### config.mk
export PLATFORM = sky130hd
export DESIGN_NAME = board_io_ctrl_flat
export DESIGN_NICKNAME = d
export VERILOG_FILES = /design/src/rtl/board_io_ctrl_if.sv /design/src/rtl/board_io_ctrl.sv /design/src/flat_wrapper.sv
export SDC_FILE = /design/constraint.sdc
export NUM_CORES = 1
export LEC_CHECK = 0
export ABC_AREA = 1
export CORE_AREA = 10 10 202 156
export CTS_BUF_LIST = sky130_fd_sc_hd__clkbuf_2
export DETAILED_ROUTE_END_ITERATION = 7
export DIE_AREA = 0 0 212 166
export MAX_ROUTING_LAYER = met4
export PLACE_DENSITY = 0.61
export RECOVER_POWER = 100
export SKIP_LAST_GASP = 1
export SLEW_MARGIN = 15
export SYNTH_ARGS = -nofsm -noshare
export SYNTH_HDL_FRONTEND = slang
export SYNTH_SLANG_ARGS = --single-unit
### constraint.sdc
create_clock -name sys0_clk -period 1.6 [get_ports sys0_clk]
set_input_delay 0.16 -clock sys0_clk [delete_from_list [all_inputs] [get_ports sys0_clk]]
set_output_delay 0.16 -clock sys0_clk [all_outputs]
set_load 0.03 [all_outputs]
### src/rtl/board_io_ctrl_if.sv
// Bus interface for board_io_ctrl: switch inputs/outputs, LED mode-write port,
// mode readback and LED pins. The master modport is the controlling side
// (board logic or bench); the slave modport is the board_io_ctrl block.
interface board_io_ctrl_if #(
  parameter int NUM_SW  = 8,
  parameter int NUM_LED = 8
);
  localparam int SEL_W = (NUM_LED > 1) ? $clog2(NUM_LED) : 1;

  logic [NUM_SW-1:0]    usr_sw_i;
  logic [NUM_SW-1:0]    sw_db;
  logic                 sw_chg;
  logic                 led_wr;
  logic [SEL_W-1:0]     led_sel;
  logic [1:0]           led_mode;
  logic [2*NUM_LED-1:0] led_mode_q;
  logic [NUM_LED-1:0]   led;

  modport master (
    output usr_sw_i, led_wr, led_sel, led_mode,
    input  sw_db, sw_chg, led_mode_q, led
  );

  modport slave (
    input  usr_sw_i, led_wr, led_sel, led_mode,
    output sw_db, sw_chg, led_mode_q, led
  );
endinterface

### src/rtl/board_io_ctrl.sv
// Board-level user-I/O block for the sys0 domain.
// Synchronises and debounces NUM_SW dip switches and drives NUM_LED LEDs, each
// from a 2-bit mode register: 0 off, 1 on, 2 shared blink, 3 follow the
// debounced switch (led i follows sw_db[i % NUM_SW]).
// Optional feature macro: BOARD_IO_HEARTBEAT_EN -- when defined, LED NUM_LED-1
// is driven by a heartbeat (lit for one prescaler period out of four) and its
// mode register only reads back without affecting the pin.
module board_io_ctrl #(
  parameter int NUM_SW         = 8,
  parameter int NUM_LED        = 8,
  parameter int DEB_CYCLES     = 1000000,
  parameter int BLINK_DIV      = 25000000,
  parameter int LED_ACTIVE_LOW = 0
) (
  input logic           sys0_clk,
  input logic           sys0_rstn,
  board_io_ctrl_if.slave bus
);

  localparam int   CNT_W  = (DEB_CYCLES > 1) ? $clog2(DEB_CYCLES) : 1;
  localparam int   PRE_W  = (BLINK_DIV > 1) ? $clog2(BLINK_DIV) : 1;
  localparam int   SEL_W  = (NUM_LED > 1) ? $clog2(NUM_LED) : 1;
  localparam logic ACT_LO = (LED_ACTIVE_LOW != 0);

  // Two-stage synchroniser; sync_p1 is the synchronised switch value.
  logic [NUM_SW-1:0] sync_p0;
  logic [NUM_SW-1:0] sync_p1;

  // Clock raw switches through the two synchroniser stages.
  always_ff @(posedge sys0_clk or negedge sys0_rstn) begin
    if (!sys0_rstn) begin
      sync_p0 <= '0;
      sync_p1 <= '0;
    end else begin
      sync_p0 <= bus.usr_sw_i;
      sync_p1 <= sync_p0;
    end
  end

  // ---- debounce stage ----
  logic [NUM_SW-1:0] db_q;
  logic [NUM_SW-1:0] upd;
  logic              chg_q;

  for (genvar i = 0; i < NUM_SW; i++) begin : g_deb
    logic [CNT_W-1:0] cnt;

    // A switch is accepted once it has differed from sw_db for DEB_CYCLES
    // consecutive synchronised cycles.
    assign upd[i] = (sync_p1[i] != db_q[i]) && (cnt == CNT_W'(DEB_CYCLES - 1));

    // Count consecutive cycles of disagreement; any agreement restarts it.
    always_ff @(posedge sys0_clk or negedge sys0_rstn) begin
      if (!sys0_rstn) begin
        cnt <= '0;
      end else if (sync_p1[i] == db_q[i] || upd[i]) begin
        cnt <= '0;
      end else begin
        cnt <= cnt + CNT_W'(1);
      end
    end
  end

  // Flip the bits that qualified (upd implies sync != db, so xor loads sync);
  // sw_chg is a single pulse however many switches moved together.
  always_ff @(posedge sys0_clk or negedge sys0_rstn) begin
    if (!sys0_rstn) begin
      db_q  <= '0;
      chg_q <= 1'b0;
    end else begin
      db_q  <= db_q ^ upd;
      chg_q <= |upd;
    end
  end

  // ---- blink timebase ----
  logic [PRE_W-1:0] pre;
  logic             wrap;
  logic             blink_phase;

  assign wrap = (pre == PRE_W'(BLINK_DIV - 1));

  // Prescaler wraps every BLINK_DIV cycles; the blink phase toggles on wrap.
  always_ff @(posedge sys0_clk or negedge sys0_rstn) begin
    if (!sys0_rstn) begin
      pre         <= '0;
      blink_phase <= 1'b0;
    end else if (wrap) begin
      pre         <= '0;
      blink_phase <= ~blink_phase;
    end else begin
      pre         <= pre + PRE_W'(1);
    end
  end

  // ---- mode registers ----
  logic [2*NUM_LED-1:0] mode_q;
  logic [31:0]          sel_ext;
  logic                 wr_ok;

  assign sel_ext = 32'(bus.led_sel);
  assign wr_ok   = bus.led_wr && (sel_ext < 32'(NUM_LED));

  // Write the addressed LED mode; out-of-range indices are dropped.
  always_ff @(posedge sys0_clk or negedge sys0_rstn) begin
    if (!sys0_rstn) begin
      mode_q <= '0;
    end else begin
      for (int i = 0; i < NUM_LED; i++) begin
        if (wr_ok && sel_ext == 32'(i)) begin
          mode_q[2*i +: 2] <= bus.led_mode;
        end
      end
    end
  end

  // ---- LED output stage ----
  logic [NUM_LED-1:0] lit;
  logic [NUM_LED-1:0] lit_out;
  logic [NUM_LED-1:0] led_q;

  // Decode each LED's mode into an active-high lit request.
  always_comb begin
    lit = '0;
    for (int i = 0; i < NUM_LED; i++) begin
      case (mode_q[2*i +: 2])
        2'd1:    lit[i] = 1'b1;
        2'd2:    lit[i] = blink_phase;
        2'd3:    lit[i] = db_q[i % NUM_SW];
        default: lit[i] = 1'b0;
      endcase
    end
  end

`ifdef BOARD_IO_HEARTBEAT_EN
  logic [1:0] hb_cnt;

  // Heartbeat phase advances once per prescaler wrap (four-period window).
  always_ff @(posedge sys0_clk or negedge sys0_rstn) begin
    if (!sys0_rstn) begin
      hb_cnt <= 2'd0;
    end else if (wrap) begin
      hb_cnt <= hb_cnt + 2'd1;
    end
  end

  // Last LED shows the heartbeat instead of its mode decode.
  always_comb begin
    lit_out              = lit;
    lit_out[NUM_LED-1]   = (hb_cnt == 2'd0);
  end
`else
  assign lit_out = lit;
`endif

  // Register the pins with board polarity applied; reset leaves them dark.
  always_ff @(posedge sys0_clk or negedge sys0_rstn) begin
    if (!sys0_rstn) begin
      led_q <= {NUM_LED{ACT_LO}};
    end else begin
      led_q <= lit_out ^ {NUM_LED{ACT_LO}};
    end
  end

  assign bus.sw_db      = db_q;
  assign bus.sw_chg     = chg_q;
  assign bus.led_mode_q = mode_q;
  assign bus.led        = led_q;

endmodule
### src/flat_wrapper.sv
// flat-port wrapper written by rule: the top's interface ports become plain ports
module board_io_ctrl_flat 
#(
  parameter int NUM_SW         = 8,
  parameter int NUM_LED        = 8,
  parameter int DEB_CYCLES     = 1000000,
  parameter int BLINK_DIV      = 25000000,
  parameter int LED_ACTIVE_LOW = 0
)
  (sys0_clk, sys0_rstn, bus_usr_sw_i, bus_led_wr, bus_led_sel, bus_led_mode, bus_sw_db, bus_sw_chg, bus_led_mode_q, bus_led);
  board_io_ctrl_if #(.NUM_SW(NUM_SW), .NUM_LED(NUM_LED)) bus_i ();
  input logic sys0_clk;
  input logic sys0_rstn;
  input wire logic [$bits(bus_i.usr_sw_i)-1:0] bus_usr_sw_i;
  input wire logic [$bits(bus_i.led_wr)-1:0] bus_led_wr;
  input wire logic [$bits(bus_i.led_sel)-1:0] bus_led_sel;
  input wire logic [$bits(bus_i.led_mode)-1:0] bus_led_mode;
  output wire logic [$bits(bus_i.sw_db)-1:0] bus_sw_db;
  output wire logic [$bits(bus_i.sw_chg)-1:0] bus_sw_chg;
  output wire logic [$bits(bus_i.led_mode_q)-1:0] bus_led_mode_q;
  output wire logic [$bits(bus_i.led)-1:0] bus_led;
  assign bus_i.usr_sw_i = bus_usr_sw_i;
  assign bus_i.led_wr = bus_led_wr;
  assign bus_i.led_sel = bus_led_sel;
  assign bus_i.led_mode = bus_led_mode;
  assign bus_sw_db = bus_i.sw_db;
  assign bus_sw_chg = bus_i.sw_chg;
  assign bus_led_mode_q = bus_i.led_mode_q;
  assign bus_led = bus_i.led;
  board_io_ctrl #(.NUM_SW(NUM_SW), .NUM_LED(NUM_LED), .DEB_CYCLES(DEB_CYCLES), .BLINK_DIV(BLINK_DIV), .LED_ACTIVE_LOW(LED_ACTIVE_LOW)) u_core (.sys0_clk(sys0_clk), .sys0_rstn(sys0_rstn), .bus(bus_i));
endmodule
==> results_dict.tcl <==
set metrics [dict create \
    cts_made_buffers 58 \
    startpoint_type "flop" \
    die_w_um 212 \
    clk_latency_ns 0.86 \
    synth_compound_area_share_pct 2.98 \
    drtPass1Iterations 4 \
    finalWirelength_um 30200 \
    rsz0062_at_grt "yes" \
    fp-row-count 53 \
    crit_buf_inv 1 \
    violations "setup timing" \
    num-nets-final 1789 \
    die_h_um 166 \
    coreArea_um2 27700 \
    synth_mux_area_share_pct 0 \
    p_comb_share_pct 11.3 \
    fin_util_pct 53.3 \
    place_area_um2 13500 \
    min_period_ns 1.63 \
    layout-drive-gt1-share_pct 17.7 \
    met3_usage_pct 3.26 \
    globalplace.congestion 0.929 \
    synth_xor_area_share_pct 6.88 \
    yosysWarnings 0 \
    finalCritPeriodShare_pct 102 \
    internal_power_w 0.00809 \
    synth_fa_ha_area_share_pct 0.921 \
    dpl.hpwl_um 21100 \
    peakVddDrop_mv 0.480 \
    antenna_found_initial 1 \
    grt_pass1_wl_um 50100 \
    crit_type "reg2out" \
    hold_viol 0 \
    tightest_slew_ns 0.881 \
    worstPathMaxFanout 2 \
    worstPathCellList "buf_6" \
    clock_sinks 235 \
    top_usage_layer "met1" \
    met2_usage_pct 24.1 \
    design.die.area_um2 35200 \
    p_leak_nw 6.57 \
    final_max_slew_viol_count 0 \
    slew_headroom_pct 41.3 \
    critPathTopFamily "flip-flops" \
    cp_slowest_stage_delay_ns 0.45 \
    viasPerCell 4.92 \
    area.growth.synth_to_final_pct 20.5 \
    synth-seq-cells 235 \
    arrival_ns 1.47 \
    maxCapViolations 0 \
    via_count 10600 \
    pwr-share-clk_pct 33.5 \
    clk_pin_slew_ns 0.10 \
    switchingPower_w 0.00334 \
    setup_violations 6 \
    avgSynthCellArea_um2 7.87 \
    synth.yosys.seq_area_share_pct 48.1 \
    outcome "finished, violations left" \
    syn-num-nets 1579 \
    crit_path_end_kind "output pin" \
    final_area_um2 14700 \
    cts_tree "yes" \
    seq_power_share_pct 55.1 \
    whs_ns 0.130 \
    layout_setup_ws_ns -0.0308 \
    crit_required_ns 1.44 \
    drc 0 \
    cts_max_level 2 \
    cts_root_buffer "clkbuf_2" \
    p_sw_share_pct 29.2 \
    drt_iter0_markers 786 \
    finalPower_w 0.0114 \
    fin_skew_ns 0.0433 \
    wire_per_inst_um 14.0 \
    synthCells 1554 \
    io_buffer_count 48 \
    synthSimpleGateAreaFrac_pct 35.1 \
    syn_area_um2 12200 \
    grt_start_max_net_pins 54 \
    grt_usage_pct 17.5 \
    num_io_pins 49 \
    use_met1_pct 25.8 \
    max_freq_mhz 613 \
    cp_slowest_cell "dfrtp_1" \
    grt_pass1_vias 9970 \
    initial_utilization_pct 44.2 \
    synth_top_family_by_area "simple AND/OR/NAND/NOR gates" \
    postRouteAntennaNets 0 \
    overflow 0 \
    synthDistinctLibCells 34 \
    pwr_density_cell_nw_per_um2 776 \
    hold_path.class "in2reg" \
    clockBufferDepth 3 \
]
[layout make-up]
cell class                 instances  area, µm²
fill                            2669      12900
tap                              357        447
clock inverter                    14       56.3
antenna                            1       2.50
inverter                         171        644
multi-input combinational       1142       5910
sequential                       235       5890
clock buffer                      86        430
timing repair buffer             156       1360
[registers in the layout (all words and copies together), names as in the netlist, named ones only]
register               count
u_core.blink_phase         1
u_core.g_deb.cnt         160
u_core.bus.led             8
u_core.sync_p1             8
u_core.sync_p0             8
u_core.bus.led_mode_q     16
u_core.pre                25
u_core.bus.sw_chg          1
[power by group through the flow]
stage	logic [W]	clock network [W]	registers, W
final	0.00130	0.00383	0.00630
after global routing	0.00142	0.00437	0.00632
after CTS	0.00132	0.00406	0.00629
after detailed placement	0.00111	0	0.00641
after global placement	0.00110	0	0.00641
after floorplan	0.000287	0	0.00661
[routing by layer]
layer / up-vias / routed length (µm)
li1: 5388 / -
met1: 4973 / 15400
met2: 233 / 13000
met3: 38 / 1380
met4: 0 / 414
met5: - / 0
[synthesized netlist by cell type]
cell type	n	area, µm²
nand4_1	34	213
nand3_2	10	100
o211ai_1	1	7.51
nand3b_1	4	30.0
nor4_1	4	25.0
a31oi_1	8	50.1
a21oi_1	25	125
dfrtp_1	235	5880
buf_4	1	7.51
inv_2	6	22.5
nor2_2	6	37.5
nor2_4	9	101
inv_1	165	619
xor2_1	68	596
nand2_4	5	56.3
buf_6	7	78.8
nor3b_2	2	25.0
nand3_4	2	35.0
o21ai_0	30	150
o31ai_1	1	7.51
nor3b_1	18	135
nor3_2	5	50.1
nand3_1	104	521
a31o_2	1	8.76
xnor2_1	28	245
clkbuf_1	1	3.75
nor3_1	58	290
nand2_2	8	50.1
o21bai_1	2	15.0
ha_1	9	113
or2_0	2	12.5
nand2_1	331	1240
nor2_1	363	1360
and2_1	1	6.26
[timing repair]
action / CTS / global route
endpoints found under the setup margin: 46 / 156
gates resized for setup: 227 / 79
endpoints found under the hold margin: 250 / 0
cloned: 0 / 3
pin swaps: 0 / 14
hold buffers: 19 / 0
buffers inserted: 20 / 17
[tightest hold or removal path, cell delays in order]
cell and delay (ns):
clkdlybuf4s50_1 0.40, inv_1 0.28, a21oi_1 0.11
[kinds of logic after synthesis]
logic type,count (synthesis)
AND/OR/NAND/NOR,966
flip-flops,235
buffers and inverters,180
XOR/XNOR,96
AO/OA/AOI/OAI,68
adder cells (fa/ha/maj),9
[cell usage in the layout (no fill, tap or decap), drive strengths merged, types with 4 or more instances in the layout]
cell type        n
a21oi           25
a31oi            8
buf            110
clkbuf         100
clkdlybuf4s50    5
clkinv          13
dfrtp          235
dlygate4sd3     27
ha               9
inv            172
nand2          347
nand3          116
nand3b           4
nand4           34
nor2           378
nor3            63
nor3b           20
nor4             4
o21ai           30
xnor2           28
xor2            68
[metrics by stage]
stage	setup slack [ns]	TNS [ns]	instances
floorplan	0.0979	0	1554
detailed placement	-0.00168	-0.00168	2002
finish	-0.0308	-0.0732	2162
CTS	-0.140	-3.05	2141
global route	-0.151	-12.90	2162
global placement	0.0238	0	2002
[path summary, 6_finish.rpt]
check | depth (start not counted) | slack [ns] | end | start
worst min register to register | 0 | 0.35 | u_core.sync_p1[1] | u_core.sync_p0[1]
worst min-delay path | 3 | 0.13 | u_core.bus.led_mode_q[14] | bus_led_mode[0]
max in group asynchronous | 4 | 0.12 | asynchronous set/reset pin | sys0_rstn
worst max-delay path | 1 | -0.03 | bus_led_mode_q[14] | u_core.bus.led_mode_q[14]
min in group asynchronous | 4 | 0.67 | u_core.g_deb[0].cnt[13] | sys0_rstn
worst max register to register | 8 | 0 | u_core.g_deb[6].cnt[16] | u_core.g_deb[6].cnt[0]
(Power assumes the default switching activity.)
